`src/rtl/if_axi_fetch_pkg.sv`:
```
// Shared types and constants for the instruction-fetch stage (package ifu_pkg).
package ifu_pkg;

  typedef enum logic [1:0] {IDLE, ADDR, DATA, HOLD} state_e;

  localparam logic [1:0]  AXI_BURST_INCR = 2'b01;
  localparam logic [2:0]  AXI_SIZE_4B    = 3'b010;
  localparam logic [1:0]  AXI_RESP_OKAY  = 2'b00;
  localparam logic [31:0] INST_NOP       = 32'h00000013;
  localparam int unsigned PC_STEP        = 4;

endpackage

```
`src/rtl/if_axi_fetch.sv`:
```
// Instruction fetch: owns the PC, issues single-beat AXI4 reads, holds pc/inst for IF/ID.
// Optional macro IFU_RESP_CHK_EN: error responses become NOPs and raise sticky fetch_err/fetch_err_pc.
module if_axi_fetch
  import ifu_pkg::*;
#(
  parameter int unsigned       ADDR_W   = 32,
  parameter int unsigned       DATA_W   = 32,
  parameter int unsigned       ID_W     = 4,
  parameter logic [ID_W-1:0]   FETCH_ID = '0,
  parameter logic [ADDR_W-1:0] RESET_PC = '0
) (
  input  logic              clk,
  input  logic              rst,
  input  logic              pipe_stall,
  input  logic              redirect,
  input  logic [ADDR_W-1:0] redirect_pc,
  output logic [ADDR_W-1:0] if_pc,
  output logic [DATA_W-1:0] if_inst,
  output logic              if_valid,
  output logic              fetch_wait,
  output logic [ADDR_W-1:0] araddr,
  output logic [ID_W-1:0]   arid,
  output logic [7:0]        arlen,
  output logic [2:0]        arsize,
  output logic [1:0]        arburst,
  output logic              arvalid,
  input  logic              arready,
  input  logic [DATA_W-1:0] rdata,
  input  logic [ID_W-1:0]   rid,
  input  logic [1:0]        rresp,
  input  logic              rlast,
  input  logic              rvalid,
`ifdef IFU_RESP_CHK_EN
  output logic              fetch_err,
  output logic [ADDR_W-1:0] fetch_err_pc,
`endif
  output logic              rready
);

  // state | meaning
  // IDLE  | one cycle after reset before the first request
  // ADDR  | arvalid high, waiting for arready
  // DATA  | rready high, waiting for the single beat
  // HOLD  | instruction presented to IF/ID until consumed or redirected

  state_e            state_q, state_d;
  logic [ADDR_W-1:0] pc_q, pc_d, pend_pc_q, pend_pc_d;
  logic [DATA_W-1:0] inst_q, inst_d;
  logic              valid_q, valid_d, kill_q, kill_d;
`ifdef IFU_RESP_CHK_EN
  logic              err_q, err_d;
  logic [ADDR_W-1:0] err_pc_q, err_pc_d;
`endif

  logic unused_ok;
  assign unused_ok = ^{rid, rresp};

  always_ff @(posedge clk or posedge rst) begin
    if (rst) begin
      state_q   <= IDLE;
      pc_q      <= RESET_PC;
      pend_pc_q <= '0;
      inst_q    <= '0;
      valid_q   <= 1'b0;
      kill_q    <= 1'b0;
`ifdef IFU_RESP_CHK_EN
      err_q     <= 1'b0;
      err_pc_q  <= '0;
`endif
    end else begin
      state_q   <= state_d;
      pc_q      <= pc_d;
      pend_pc_q <= pend_pc_d;
      inst_q    <= inst_d;
      valid_q   <= valid_d;
      kill_q    <= kill_d;
`ifdef IFU_RESP_CHK_EN
      err_q     <= err_d;
      err_pc_q  <= err_pc_d;
`endif
    end
  end

  always_comb begin
    state_d   = state_q;
    pc_d      = pc_q;
    pend_pc_d = pend_pc_q;
    inst_d    = inst_q;
    valid_d   = valid_q;
    kill_d    = kill_q;
`ifdef IFU_RESP_CHK_EN
    err_d     = err_q;
    err_pc_d  = err_pc_q;
`endif
    case (state_q)
      IDLE: begin
        if (redirect) pc_d = redirect_pc;
        state_d = ADDR;
      end
      ADDR: begin
        // The request cannot be withdrawn, so a redirect only marks its beat for discard.
        if (redirect) begin
          kill_d    = 1'b1;
          pend_pc_d = redirect_pc;
        end
        if (arready) state_d = DATA;
      end
      DATA: begin
        if (rvalid && rlast) begin
          if (redirect || kill_q) begin
            pc_d    = redirect ? redirect_pc : pend_pc_q;
            kill_d  = 1'b0;
            state_d = ADDR;
          end else begin
            inst_d  = rdata;
            valid_d = 1'b1;
            state_d = HOLD;
`ifdef IFU_RESP_CHK_EN
            if (rresp != AXI_RESP_OKAY) begin
              inst_d = DATA_W'(INST_NOP);
              err_d  = 1'b1;
              if (!err_q) err_pc_d = pc_q;
            end
`endif
          end
        end else if (redirect) begin
          kill_d    = 1'b1;
          pend_pc_d = redirect_pc;
        end
      end
      HOLD: begin
        // Redirect wins over a simultaneous consume; the held instruction is dropped.
        if (redirect) begin
          pc_d    = redirect_pc;
          valid_d = 1'b0;
          state_d = ADDR;
        end else if (!pipe_stall) begin
          pc_d    = pc_q + ADDR_W'(PC_STEP);
          valid_d = 1'b0;
          state_d = ADDR;
        end
      end
      default: state_d = IDLE;
    endcase
  end

  always_comb begin
    arvalid = 1'b0;
    rready  = 1'b0;
    case (state_q)
      ADDR:    arvalid = 1'b1;
      DATA:    rready  = 1'b1;
      default: ;
    endcase
  end

  assign araddr     = pc_q;
  assign arid       = FETCH_ID;
  assign arlen      = 8'd0;
  assign arsize     = AXI_SIZE_4B;
  assign arburst    = AXI_BURST_INCR;
  assign if_pc      = pc_q;
  assign if_inst    = inst_q;
  assign if_valid   = valid_q;
  assign fetch_wait = ~valid_q;
`ifdef IFU_RESP_CHK_EN
  assign fetch_err    = err_q;
  assign fetch_err_pc = err_pc_q;
`endif

endmodule

```
`config.mk`:
```
export PLATFORM = sky130hd
export DESIGN_NAME = if_axi_fetch
export DESIGN_NICKNAME = d
export VERILOG_FILES = /design/src/rtl/if_axi_fetch_pkg.sv /design/src/rtl/if_axi_fetch.sv
export SDC_FILE = /design/constraint.sdc
export NUM_CORES = 1
export LEC_CHECK = 0
export BUFFER_PORTS_ARGS = -buffer_cell sky130_fd_sc_hd__buf_2
export CAP_MARGIN = 10
export CORE_ASPECT_RATIO = 0.6
export CORE_MARGIN = 2
export CORE_UTILIZATION = 51
export CTS_BUF_LIST = sky130_fd_sc_hd__clkbuf_4
export CTS_CLUSTER_DIAMETER = 100
export DETAILED_ROUTE_END_ITERATION = 16
export PLACE_DENSITY = 0.82
export SLEW_MARGIN = 20
export SYNTH_ARGS = -nofsm -noshare
export SYNTH_HDL_FRONTEND = slang
export SYNTH_SLANG_ARGS = --single-unit
```
`constraint.sdc`:
```
create_clock -name clk -period 4.57 [get_ports clk]
set_clock_uncertainty 0.05 [all_clocks]
set_input_delay 0.914 -clock clk [delete_from_list [all_inputs] [get_ports clk]]
set_output_delay 0.914 -clock clk [all_outputs]
set_load 0.005 [all_outputs]
```
After elaboration in Yosys (flattened, before gate mapping)
Index checks and enable logic that the tools add are counted.
{ "totals": {"register_bits": 100, "input_bits": 77, "elab_cells": 58} }
{ "classes": {"add_sub_neg": 1, "n_eq_ne": 11, "mux": 26, "bitwise_logic": 2, "reduce_logical": 12} }
{ "ops": {"columns": ["op", "count"], "rows": [
  ["$mux W32", 7],
  ["$pmux W32 S3", 1],
  ["$pmux W32 S2", 1],
  ["$add A32 B3 Y32 const B", 1],
  ["$ne A2 B2 Y1 const B", 6],
  ["$mux W2", 5],
  ["$mux W1", 9],
  ["$pmux W2 S4", 1],
  ["$ne A3 B3 Y1 const B", 2],
  ["$reduce_and A3 Y1", 2],
  ["$reduce_and A5 Y1", 1],
  ["$eq A2 B2 Y1 const B", 2],
  ["$pmux W1 S2", 2],
  ["$reduce_and A2 Y1", 2],
  ["$reduce_and A4 Y1", 1],
  ["$reduce_bool A2 Y1", 2],
  ["$reduce_bool A3 Y1", 1],
  ["$eq A2 B1 Y1 const B", 1],
  ["$logic_not A2 Y1", 1],
  ["$not A1 Y1", 2],
  ["$logic_and A1 B1 Y1", 1],
  ["$logic_or A1 B1 Y1", 1]
]} }

Longest topological paths before layout
Gate-level depths: netlist (run 1).
{ "depth": {"ltp_word": 4, "ltp_mapped": 9} }

Worst setup path after synthesis (run 1)
OpenSTA, ideal clock, no wires.
{ "synth_timing": {"path_type": "input -> register", "from": "input port redirect", "to": "register inst_q[10], in the netlist if_inst[10]", "arrival_ns": 2.335, "path_slack_ns": 2.060, "stages": 5, "n_path_buf": 2, "path_cell_list": "clkbuf_1 > nand2b_1 > nor3_1 > clkbuf_1 > mux2_2"} }
{ "synth_via": {"elab_chain_len": 3} }
{ "synth_lines": {"columns": ["item", "line_no", "text"], "rows": [
  ["start, declared", "if_axi_fetch.sv:15", "input logic redirect,"],
  ["$logic_or A1 B1 Y1", "if_axi_fetch.sv:110", "if (redirect || kill_q) begin"],
  ["$not A1 Y1 (no line)", null, null],
  ["$reduce_and A3 Y1 (no line)", null, null],
  ["end signal, assigned", "if_axi_fetch.sv:74", "inst_q <= inst_d;"],
  ["end, declared", "if_axi_fetch.sv:48", "logic [DATA_W-1:0] inst_q, inst_d;"]
]} }
No other way between the ends.
A chain may end at the register's enable or synchronous reset.

Worst setup path in the final report (run 1)
{ "layout_timing": {"from": "register state_q[0]", "to": "register pc_q[28], in the netlist araddr[28]"} }
{ "layout_via": {"elab_chain_len": 3, "word_cells_on_any_way": 10, "cone_classes": "eq/ne (6); mux (1); reduce/logical (3)"} }
{ "layout_lines": {"columns": ["item", "line_no", "text"], "rows": [
  ["start, declared", "if_axi_fetch.sv:46", "state_e state_q, state_d;"],
  ["start signal, assigned", "if_axi_fetch.sv:71", "state_q <= state_d;"],
  ["$eq A2 B2 Y1 or $logic_not A2 Y1 (tied branches)", "if_axi_fetch.sv:95", "case (state_q)"],
  ["$ne A3 B3 Y1 (no line) (tied with other cells)", null, null],
  ["$reduce_and A5 Y1 (no line)", null, null],
  ["end signal, assigned", "if_axi_fetch.sv:72", "pc_q <= pc_d;"],
  ["end, declared", "if_axi_fetch.sv:47", "logic [ADDR_W-1:0] pc_q, pc_d, pend_pc_q, pend_pc_d;"]
]} }
Several ways; a longest one is shown, not always the timed one.

==> metrics.md, run 1 <==
| Metric | Value |
|---|---|
| Core area | `around 0.0099 mm²` |
| Post-CTS Setup Inserts | `0` |
| HP Start | `if_inst[7]$_DFFE_PP0P_` |
| Status | `finished clean` |
| Worst EP arrival | `roughly 3.3 ns` |
| Clk buf depth | `2` |
| Syn Area/Cell | `10.8 µm²` |
| Hold crit path type | `register to register` |
| Sequential fraction of the synthesis area | `between 40% and 50%` |
| Worst setup SP type | `register` |
| Drt wl/cell | `18.5 µm` |
| Max VDD drop | `between 0.0002 and 0.0003 V` |
| Area growth, synth to finish | `16.1%` |
| Layout cells sized above 1 | `43.5%` |
| Overflow after GRT | `0` |
| Hold Fails Final Rpt | `0` |
| Period Utilization, post-route | `64.2%` |
| Yosys warnings | `0` |
| CP Data Required Time | `about 4.9 ns` |
| Via Count | `roughly 4400` |
| CTS Hold Bufs | `0` |
| Setup_tns | `0 ns` |
| Nets | `roughly 700` |
| Reg2reg start | `state_q[0]$_DFFE_PP0P_` |
| Fmax | `between 300 and 400 MHz` |
| CP endpoint kind | `register` |
| CTS tree | `done` |
| First-pass GRT wire length | `~22000 µm` |
| Largest net degree at the start of global routing | `just under 80` |
| Seq cells post-synth | `100` |
| Fin. max-slew vios | `0` |
| # DRC | `0` |
| Iteration-0 DRC Markers | `approximately 430` |
| Placed instance count | `between 700 and 800` |
| Number of port buffers | `between 150 and 200` |
| Worst-Margin Slew | `0.928 ns` |
| First drt pass iteration count | `6` |
| Die height | `~83 µm` |
| Synthesized area | `around 0.0053 mm²` |
| Antenna violations before repair | `0` |
| Area after DPL | `roughly 0.006 mm²` |
| Post-cts sizing count | `0` |
| Slew headroom | `about two fifths` |
| Initial Utilization | `52.9%` |
| Worst Reg2Reg Path Length in Cells | `7` |
| Finished Layout Cells | `758` |
| Fin crit period | `2.93 ns` |
| Global Route Usage Sum | `between 20% and 30%` |
| RSZ-0062 raised after global routing | `no` |
| Maximum Capacitance Violations | `0` |
| Gate Count Post-Synth | `between 400 and 500` |
| Die Span X | `around 140 µm` |
| Worst hold path depth | `1` |
| R2R Setup Slk | `1.64 ns` |
| Distinct cell type count after synthesis | `54` |
| Power Dens Cells | `between 500 and 600 mW/mm²` |
| DP HPWL | `10200 µm` |
| Worst-path fanout max | `14` |
| Io pins | `194` |
| Max H-tree Level | `3` |
| Primary FF master, synth | `dfrtp_1` |
| Reg2Reg Capture Point | `araddr[28]$_DFFE_PP0P_` |
| Ant diodes | `0` |
| Number of CTS-inserted buffers | `9` |
| Clock sinks | `100` |
| Vias in the first global route | `about 4200` |
| Number of synthesized flops with an enable pin | `0` |
| Via-per-instance ratio | `between 5 and 6` |
| Gpl congestion | `about 0.79` |
| Async SR Flop Fraction | `between 90% and 100%` |
| Clk_lat worst skew | `roughly 0.48 ns` |
| Root Driver | `clkbuf_4` |
| Row count | `28` |
| Die area | `between 0.01 and 0.015 mm²` |
| Total detailed-routing wirelength | `around 14000 µm` |
| Worst setup path class | `register to register` |
| WHS Endpoint | `if_inst[7]$_DFFE_PP0P_` |
| Clk pin slew, worst setup/hold paths | `~0.15 ns` |
| Final ANT Viol Nets | `0` |
| Final Instance Area | `slightly above 0.006 mm²` |
| Endpoints failing setup | `0` |
| Leak | `a little over 0.003 µW` |
[power breakdown]
group          internal (µW)  switching, µW
Clock                    168            295
Sequential              1210            377
Combinational            678            678
[layout make-up]
class / count / area (µm²)
Fill cell: 845 / 3830
Sequential cell: 100 / 2500
Multi-Input combinational cell: 315 / 2320
Timing Repair Buffer: 180 / 946
Tap cell: 135 / 169
Clock buffer: 10 / 75.1
Clock inverter: 6 / 55.1
Inverter: 12 / 47.5
[flip-flops by register name, indices dropped and copies added, names as in the netlist]
signal and flops:
if_inst 32, kill_q 1, araddr 32, pend_pc_q 32
if_valid 1, state_q 2
[synth_stat cells, types with 2 or more instances]
| master | n | area share, % |
|---|---|---|
| buf_4 | 49 | 7.0 |
| dfrtp_1 | 100 | 48 |
| nand3b_1 | 2 | 0.28 |
| mux2_2 | 64 | 14 |
| nand2_1 | 23 | 1.6 |
| nor4_1 | 5 | 0.59 |
| o21ai_0 | 35 | 3.3 |
| a21oi_1 | 11 | 1.0 |
| nor2_1 | 21 | 1.5 |
| nand4_1 | 5 | 0.59 |
| a41oi_1 | 3 | 0.50 |
| inv_1 | 12 | 0.86 |
| o211ai_1 | 3 | 0.43 |
| nand2b_1 | 3 | 0.36 |
| o22ai_1 | 3 | 0.36 |
| or3_1 | 3 | 0.36 |
| and4_1 | 3 | 0.50 |
| conb_1 | 2 | 0.14 |
| a31oi_1 | 7 | 0.83 |
| a221oi_1 | 3 | 0.50 |
| and3_1 | 7 | 0.83 |
| o2bb2ai_1 | 11 | 1.8 |
| a222oi_1 | 9 | 1.7 |
| a22o_1 | 10 | 1.7 |
| buf_2 | 6 | 0.57 |
| nor3_1 | 9 | 0.86 |
| ha_1 | 6 | 1.4 |
| o31a_1 | 4 | 0.67 |
| nand3_1 | 13 | 1.2 |
| nor2b_1 | 2 | 0.24 |
| a22oi_1 | 10 | 1.4 |
| clkbuf_1 | 20 | 1.4 |
| mux2i_1 | 3 | 0.57 |
| a32oi_1 | 2 | 0.33 |
[layer usage]
metal	part of all wire [%]	GRT usage, %	up-vias	routed length [µm]
met5	0	0	-	0
met4	1.3	6.77	0	182
met3	7.4	6.29	18	1040
met2	46	39.8	190	6400
met1	46	35.9	2201	6370
li1	-	-	2008	-
[critical path, cell delays in order (launching register included)]
cell,delay (ns)
dfrtp_1,0.43
inv_1,0.09
ha_1,0.40
a22o_1,0.38
nor3_2,0.75
buf_4,0.35
o21ai_0,0.13
a22o_2,0.25
[placed cells by master, fill, tap and decap left out, drive strengths merged, types with 2 or more instances in the layout]
master   count
conb        17
ha           6
clkbuf      10
a21oi       11
inv         12
and2         2
a41oi        3
nor3        10
mux2        64
buf        180
nor4         5
o2bb2ai     11
a32oi        2
a22o        11
a222oi       9
a31oi        7
o22ai        3
clkinv       4
nand4        6
mux2i        3
nor2        21
and3         8
nand2       23
o31a         5
a221oi       3
o21ai       35
o211ai       3
nand3b       2
and4         3
dfrtp      100
or3          4
nand3       13
nand2b       3
a22oi       10
nor2b        2
[worst max path at each step]
| stage | slack [ns] | startpoint | cells past startpoint | to |
|---|---|---|---|---|
| CTS | 1.67 | state_q[0]$_DFFE_PP0P_ | 7 | araddr[28]$_DFFE_PP0P_ |
| detailed placement | 1.40 | redirect | 7 | araddr[30]$_DFFE_PP0P_ |
| global route | 1.45 | state_q[0]$_DFFE_PP0P_ | 7 | araddr[30]$_DFFE_PP0P_ |
| global placement | 1.52 | redirect | 7 | araddr[15]$_DFFE_PP0P_ |
| floorplan | 0.99 | rst | 1 | araddr[0]$_DFFE_PP0P_ |
| finish | 1.64 | state_q[0]$_DFFE_PP0P_ | 7 | araddr[28]$_DFFE_PP0P_ |
[metrics by stage]
| step | total power [µW] | worst slack [ns] | util [%] | hold WS (ns) |
|---|---|---|---|---|
| floorplan | 2490 | 0.987 | - | 0.430 |
| global placement | 2850 | 1.52 | 59.9 | 0.434 |
| detailed placement | 2970 | 1.40 | 60.2 | 0.440 |
| CTS | 3430 | 1.67 | 61.5 | 0.472 |
| global route | 3660 | 1.45 | 61.5 | 0.488 |
| finish | 3410 | 1.64 | 61.5 | 0.470 |
[cells by family (layout without fill, tap and decap cells)]
logic type / Yosys count / in the layout / share of synthesized area [%]
compound gates: 120 / 120 / 16.2
fa+ha+maj: 6 / 6 / 1.43
buf+inv: 89 / 208 / 10.0
flops: 100 / 100 / 47.5
mux: 67 / 67 / 14.3
other cells: 2 / 17 / 0.143
simple gates: 105 / 105 / 10.4
No activity file was read; power rests on OpenSTA's default activity.
==> run 2: changes to the inputs <==
Settings changed: ABC_AREA set to 1, CORE_UTILIZATION 51 to 53, PLACE_DENSITY 0.82 to 0.83.
Clock period 4.57 ns to 2.8 ns, I/O delays scaled along.
==> run 2 against run 1 <==
Largest power group is now combinational logic. First-iteration DRC count rose by 8.5%. Global-route usage fell by 0.20 points. Via count is 25% higher. Non-clock buffer count rose by 6. Maximum frequency up 33%. Largest cell class is now multi-input combinational cells. Final cell count up 39%. Synthesized cell count rose by 58%. Sequential power up 66%. Worst hold slack worse by 0.24 ns. Core utilization down 0.12 points. Clock power is 54% higher.
==> metrics.md, run 2 <==
| Metric | Value |
|---|---|
| Layout cells sized above 1 | `~28%` |
| R2R Setup Slk | `0.60 ns` |
| Switch share | `45.9%` |
| Combinational Power Share | `50.2%` |
| Worst EP arrival | `around 2.5 ns` |
| Post-CTS Setup Inserts | `0` |
| Net Sw Power | `between 3000 and 4000 µW` |
| Worst Reg2Reg Path Length in Cells | `8` |
| Count leader, synth | `nand2_1` |
| Clock sinks | `100` |
| Core area | `about 0.011 mm²` |
| Worst-Margin Slew | `between 0.8 and 0.9 ns` |
| Die Span X | `142 µm` |
| Max VDD drop | `just over 0.0004 V` |
| Gpl congestion | `between 0.8 and 0.9` |
| Root Driver | `clkbuf_4` |
| Synthesized area | `0.00609 mm²` |
| Overflow after GRT | `0` |
| Sequential share of power | `~40%` |
| CP Data Required Time | `between 3 and 4 ns` |
| Period Utilization, post-route | `between 70% and 80%` |
| Worst setup path class | `register to register` |
| Area growth, synth to finish | `13.4%` |
| Maximum Capacitance Violations | `0` |
| Synth top cells by count | `nand2_1 (177), nor2_1 (109), dfrtp_1 (100)` |
| CTS tree | `done` |
| Number of CTS-inserted buffers | `9` |
| Met3 Usage GRT | `between 9 and 10%` |
| DP HPWL | `around 11000 µm` |
| Worst hold path depth | `2` |
| Commonest cells after routing, fill and taps aside | `nand2_1 (177), buf_2 (170), nor2_1 (109)` |
| Setup_tns | `0 ns` |
| Number of port buffers | `170` |
| Largest net degree at the start of global routing | `38` |
| Primary FF master, synth | `dfrtp_1` |
| Overall power | `around 6700 µW` |
| WHS Endpoint | `if_inst[17]$_DFFE_PP0P_` |
| Final ANT Viol Nets | `0` |
| Synth top area share | `between 40% and 50%` |
| Clk pin slew, worst setup/hold paths | `approximately 0.17 ns` |
| Pre-CTS setup slack | `0.411 ns` |
| Distinct cell type count after synthesis | `33` |
| Nets | `roughly 1000` |
| Gate Count Post-Synth | `just under 800` |
| Iteration-0 DRC Markers | `470` |
| First-pass GRT wire length | `24200 µm` |
| Hold Fails Final Rpt | `0` |
| Clk buf depth | `2` |
| Syn Area/Cell | `7.86 µm²` |
| Async SR Flop Fraction | `100%` |
| Fin. max-slew vios | `0` |
| Seq cells post-synth | `100` |
| Sequential fraction of the synthesis area | `between 40% and 50%` |
| P_int | `roughly 3600 µW` |
| RSZ-0062 raised after global routing | `no` |
| Initial Utilization | `between 50 and 60%` |
| Biggest area consumer among synthesized cells | `dfrtp_1` |
| Antenna violations before repair | `2` |
| Reg2reg start | `state_q[0]$_DFFE_PP0P_` |
| CP endpoint kind | `register` |
| Worst-path fanout max | `25` |
| Die height | `a little under 90 µm` |
| Met1 usage | `a little under two fifths` |
| Hold crit path type | `input port to register` |
| Worst setup SP type | `register` |
| Global Route Usage Sum | `roughly 25%` |
| Row count | `30` |
| Vias in the first global route | `4766` |
| Clk_lat worst skew | `between 0.4 and 0.5 ns` |
| Total detailed-routing wirelength | `between 15000 and 20000 µm` |
| Status | `finished clean` |
| Fin crit period | `between 2 and 2.5 ns` |
| Post-route setup slack | `around 0.6 ns` |
| Post-cts sizing count | `0` |
| Global route hottest layer | `met1` |
| Synth area leaders | `dfrtp_1 (41%), nand2_1 (11%), nor2_1 (6.7%)` |
| Met2 Use GR | `a little over a third` |
| Endpoints failing setup | `0` |
| Fmax | `between 400 and 500 MHz` |
| Power Dens Cells | `just under 1000 mW/mm²` |
| Via-per-instance ratio | `roughly 5.2` |
| CTS Hold Bufs | `1` |
| Most common cell after layout, fill and taps aside | `nand2_1` |
| First drt pass iteration count | `4` |
| Io pins | `just under 200` |
| HP Start | `rdata[17]` |
| Reg2Reg Capture Point | `araddr[22]$_DFFE_PP0P_` |
| Via Count | `approximately 5500` |
| Die area | `around 0.012 mm²` |
| Yosys warnings | `0` |
| Number of synthesized flops with an enable pin | `0` |
| Slew headroom | `45.7%` |
| # DRC | `0` |
| Max H-tree Level | `3` |
| Drt wl/cell | `14.4 µm` |
| Clock power share | `a little over a tenth` |
| Leak | `between 0.003 and 0.004 µW` |
run 2: cell types whose count changed after synthesis, moves of 9 or more:
cell       before  now
nand2_1        23  177
nor2_1         21  109
a21oi_1        11   56
a21boi_0        0   39
inv_1          12   50
mux2_2         64   32
buf_2           6   18
clkbuf_1       20    8
o2bb2ai_1      11    0
a22o_1         10    0
nor3_1          9   19
a222oi_1        9    0
run 2: final cells by class:
class	instances	area (µm²)
tap	144	180
fill	1038	4350
antenna	1	2.50
clock buffer	10	75.1
clock inverter	6	46.3
sequential	100	2500
timing repair buffer	186	986
inverter	53	203
multi-input combinational	556	2910
run 2: power by group through the flow:
stage          registers (µW)  clock network [µW]  logic [µW]
4_1_cts                  2620                 743        3360
3_5_place_dp             2650                   0        3350
5_1_grt                  2730                 795        3850
6_report                 2640                 715        3370
2_1_floorplan            2560                   0        2460
3_3_place_gp             2630                   0        3260
run 2: critical path, stage by stage (launching register included):
cell      delay [ns]
dfrtp_1         0.46
inv_1           0.10
ha_1            0.33
inv_2           0.10
nand2_1         0.10
buf_4           0.26
a21boi_0        0.13
nor3_1          0.40
a21oi_1         0.13
run 2: worst max path at each step:
stage,from,to,slack [ns],cells past startpoint
after CTS,state_q[0]$_DFFE_PP0P_,rready,0.57,3
after detailed placement,redirect,araddr[25]$_DFFE_PP0P_,0.41,8
after floorplan,state_q[0]$_DFFE_PP0P_,if_inst[0]$_DFFE_PP0P_,0.97,8
after global placement,redirect,araddr[23]$_DFFE_PP0P_,0.46,8
after global routing,state_q[0]$_DFFE_PP0P_,pend_pc_q[0]$_DFFE_PP0P_,0.38,5
final,state_q[0]$_DFFE_PP0P_,araddr[22]$_DFFE_PP0P_,0.60,8
run 2: metrics by stage:
stage	hold slack [ns]	instance area, µm²	util (%)	std cells
final	0.228	6910	61.3	1056
after global routing	0.190	6910	61.3	1055
after CTS	0.205	6910	61.3	1055
after detailed placement	0.439	6770	60.2	1038
after global placement	0.427	6770	60.2	1038
after floorplan	0.404	6150	-	790
run 2: logic make-up after synthesis:
logic type / share of synthesized area [%]
compound gates: 14.4
other cells: 0.123
buf+inv: 12.2
flops: 41.1
simple gates: 24.0
xor+xnor: 1.01
fa+ha+maj: 1.23
mux: 5.92
run 2: metal layers:
layer | share of wire (%) | wire length, µm
met2 | 41 | 6160
met1 | 48 | 7280
met3 | 10 | 1580
met5 | 0.079 | 12
met4 | 0.84 | 127
==> run 3: changes to the inputs <==
Settings changed: CORE_UTILIZATION 53 to 48, PLACE_DENSITY 0.83 to 0.79.
Clock period 2.8 ns to 1.9 ns, I/O delays scaled along.
==> run 3 against run 2 <==
Register-to-register slack got worse by 0.54 ns. Count of clock-buffer cells in the layout decreased by 1. Via count up 0.96%. Largest cell class unchanged. Highest routed layer is now met4. Total power up 60%. Combinational power increased by 67%. Sequential share of layout area down 1.9 points. Non-clock buffer count is 22 higher. Critical endpoint is now araddr[23]$_DFFE_PP0P_. Worst hold slack lost 0.16 ns.
==> metrics.md, run 3 (synthesis gave the netlist of run 2 again) <==
| Metric | Value |
|---|---|
| Most common cell after layout, fill and taps aside | `nand2_1` |
| DP HPWL | `around 12000 µm` |
| Worst setup SP type | `register` |
| Post-route core utilization | `between 50% and 60%` |
| Area growth, synth to finish | `19.7%` |
| Hold crit path type | `input port to register` |
| Clk pin slew, worst setup/hold paths | `0.17 ns` |
| CTS tree | `done` |
| Clock sinks | `100` |
| Final ANT Viol Nets | `0` |
| Clk_lat worst skew | `around 0.48 ns` |
| Worst-path fanout max | `18` |
| RSZ-0062 raised after global routing | `yes` |
| Period Utilization, post-route | `97.3%` |
| Io pins | `around 190` |
| Hold Fails Final Rpt | `0` |
| Global Route Usage Sum | `a little under a quarter` |
| Pre-CTS setup slack | `-0.0879 ns` |
| Total detailed-routing wirelength | `16200 µm` |
| Initial Utilization | `about 50%` |
| Vias in the first global route | `~5000` |
| Gpl congestion | `approximately 0.88` |
| Leak | `around 0.0037 µW` |
| Fin. max-slew vios | `0` |
| Worst setup path class | `register to register` |
| Status | `finished clean` |
| Endpoints failing setup | `0` |
| Drt wl/cell | `around 15 µm` |
| Largest net degree at the start of global routing | `36` |
| CP Data Required Time | `2.22 ns` |
| # DRC | `0` |
| Reg2reg start | `state_q[1]$_DFFE_PP0P_` |
| Power Dens Cells | `1470 mW/mm²` |
| Die Span X | `about 150 µm` |
| Via Count | `between 5000 and 6000` |
| Root Driver | `clkbuf_4` |
| Overflow after GRT | `0` |
| Worst EP arrival | `about 2.2 ns` |
| Setup_tns | `0 ns` |
| R2R Setup Slk | `between 0.05 and 0.06 ns` |
| Setup crit end | `araddr[23]$_DFFE_PP0P_` |
| First drt pass iteration count | `5` |
| Fmax | `541 MHz` |
| Critical path launch point | `state_q[1]$_DFFE_PP0P_` |
| Reg2Reg Capture Point | `araddr[23]$_DFFE_PP0P_` |
| Antenna violations before repair | `0` |
| Nets | `1011` |
| First-pass GRT wire length | `around 25000 µm` |
| Clk buf depth | `2` |
| Number of port buffers | `170` |
| Worst Reg2Reg Path Length in Cells | `9` |
| Fin crit period | `~1.8 ns` |
| CP endpoint kind | `register` |
| Core area | `~0.012 mm²` |
| Max H-tree Level | `3` |
| Die area | `about 0.014 mm²` |
| Max VDD drop | `slightly below 0.0006 V` |
| Layout cells sized above 1 | `31.2%` |
| Number of CTS-inserted buffers | `9` |
| Commonest cells after routing, fill and taps aside | `nand2_1 (174), buf_2 (170), nor2_1 (108)` |
| Via-per-instance ratio | `about 5.1` |
| Die height | `between 90 and 100 µm` |
| Post-route setup slack | `0.0517 ns` |
| Row count | `31` |
| Maximum Capacitance Violations | `0` |
| Iteration-0 DRC Markers | `roughly 360` |
-- run 3: metal layers --
metal  GRT usage [%]  part of all wire, %  vias up
met4            3.57                 0.68        0
met2            33.4                   42      245
met5               0                    0        -
met1            33.9                   47     2568
met3            7.99                   10       12
li1                -                    -     2746
-- run 3: layout make-up --
class                           instances  area [µm²]
Clock inverter                          7        81.3
Inverter                               53         205
Antenna cell                            1        2.50
Fill cell                            1128        4930
Timing Repair Buffer                  208        1250
Sequential cell                       100        2500
Multi-Input combinational cell        556        2970
Clock buffer                            9        67.6
Tap cell                              165         206
-- run 3: worst min path at each step --
stage / startpoint / to / slack [ns] / depth (start not counted)
global placement: rst / araddr[7]$_DFFE_PP0P_ / 0.35 / 2
finish: rdata[2] / if_inst[2]$_DFFE_PP0P_ / 0.07 / 2
detailed placement: rst / araddr[7]$_DFFE_PP0P_ / 0.36 / 2
CTS: rdata[2] / if_inst[2]$_DFFE_PP0P_ / 0.04 / 2
floorplan: pend_pc_q[0]$_DFFE_PP0P_ / pend_pc_q[0]$_DFFE_PP0P_ / 0.40 / 2
global route: rdata[14] / if_inst[14]$_DFFE_PP0P_ / 0.03 / 2
-- run 3: metrics by stage --
| step | instance area (µm²) | power [µW] | instances | hold slack [ns] |
|---|---|---|---|---|
| 3_3_place_gp | 7000 | 9050 | 1076 | 0.354 |
| 6_report | 7290 | 10700 | 1099 | 0.0656 |
| 2_1_floorplan | 6150 | 7400 | 790 | 0.404 |
| 4_1_cts | 7190 | 10500 | 1095 | 0.0428 |
| 5_1_grt | 7290 | 11600 | 1098 | 0.0319 |
| 3_5_place_dp | 7000 | 9210 | 1076 | 0.361 |
-- run 3: timing repair --
action / in CTS / in global routing
buffers inserted: 2 / 2
gates cloned: 0 / 1
gates resized for setup: 2 / 19
endpoints found under the setup margin: 11 / 30
hold buffers: 1 / 0
pin swaps: 0 / 1
endpoints found under the hold margin: 13 / 0
-- run 3: worst max-delay path: stages, from the launching register on --
cell,delay (ns)
dfrtp_2,0.49
ha_4,0.20
inv_4,0.08
nor2_2,0.05
nand2_2,0.08
nand2_4,0.07
nor2_4,0.14
nand2_8,0.13
nor3_1,0.34
a21oi_1,0.12
-- run 3: power by group --
part / switching (µW) / total (µW) / leakage (µW) / internal (µW)
clock network: 795 / 1220 / 0.0000828 / 423
logic: 3140 / 5640 / 0.00240 / 2490
registers: 858 / 3890 / 0.00122 / 3030
total: 4800 / 10700 / 0.00370 / 5950
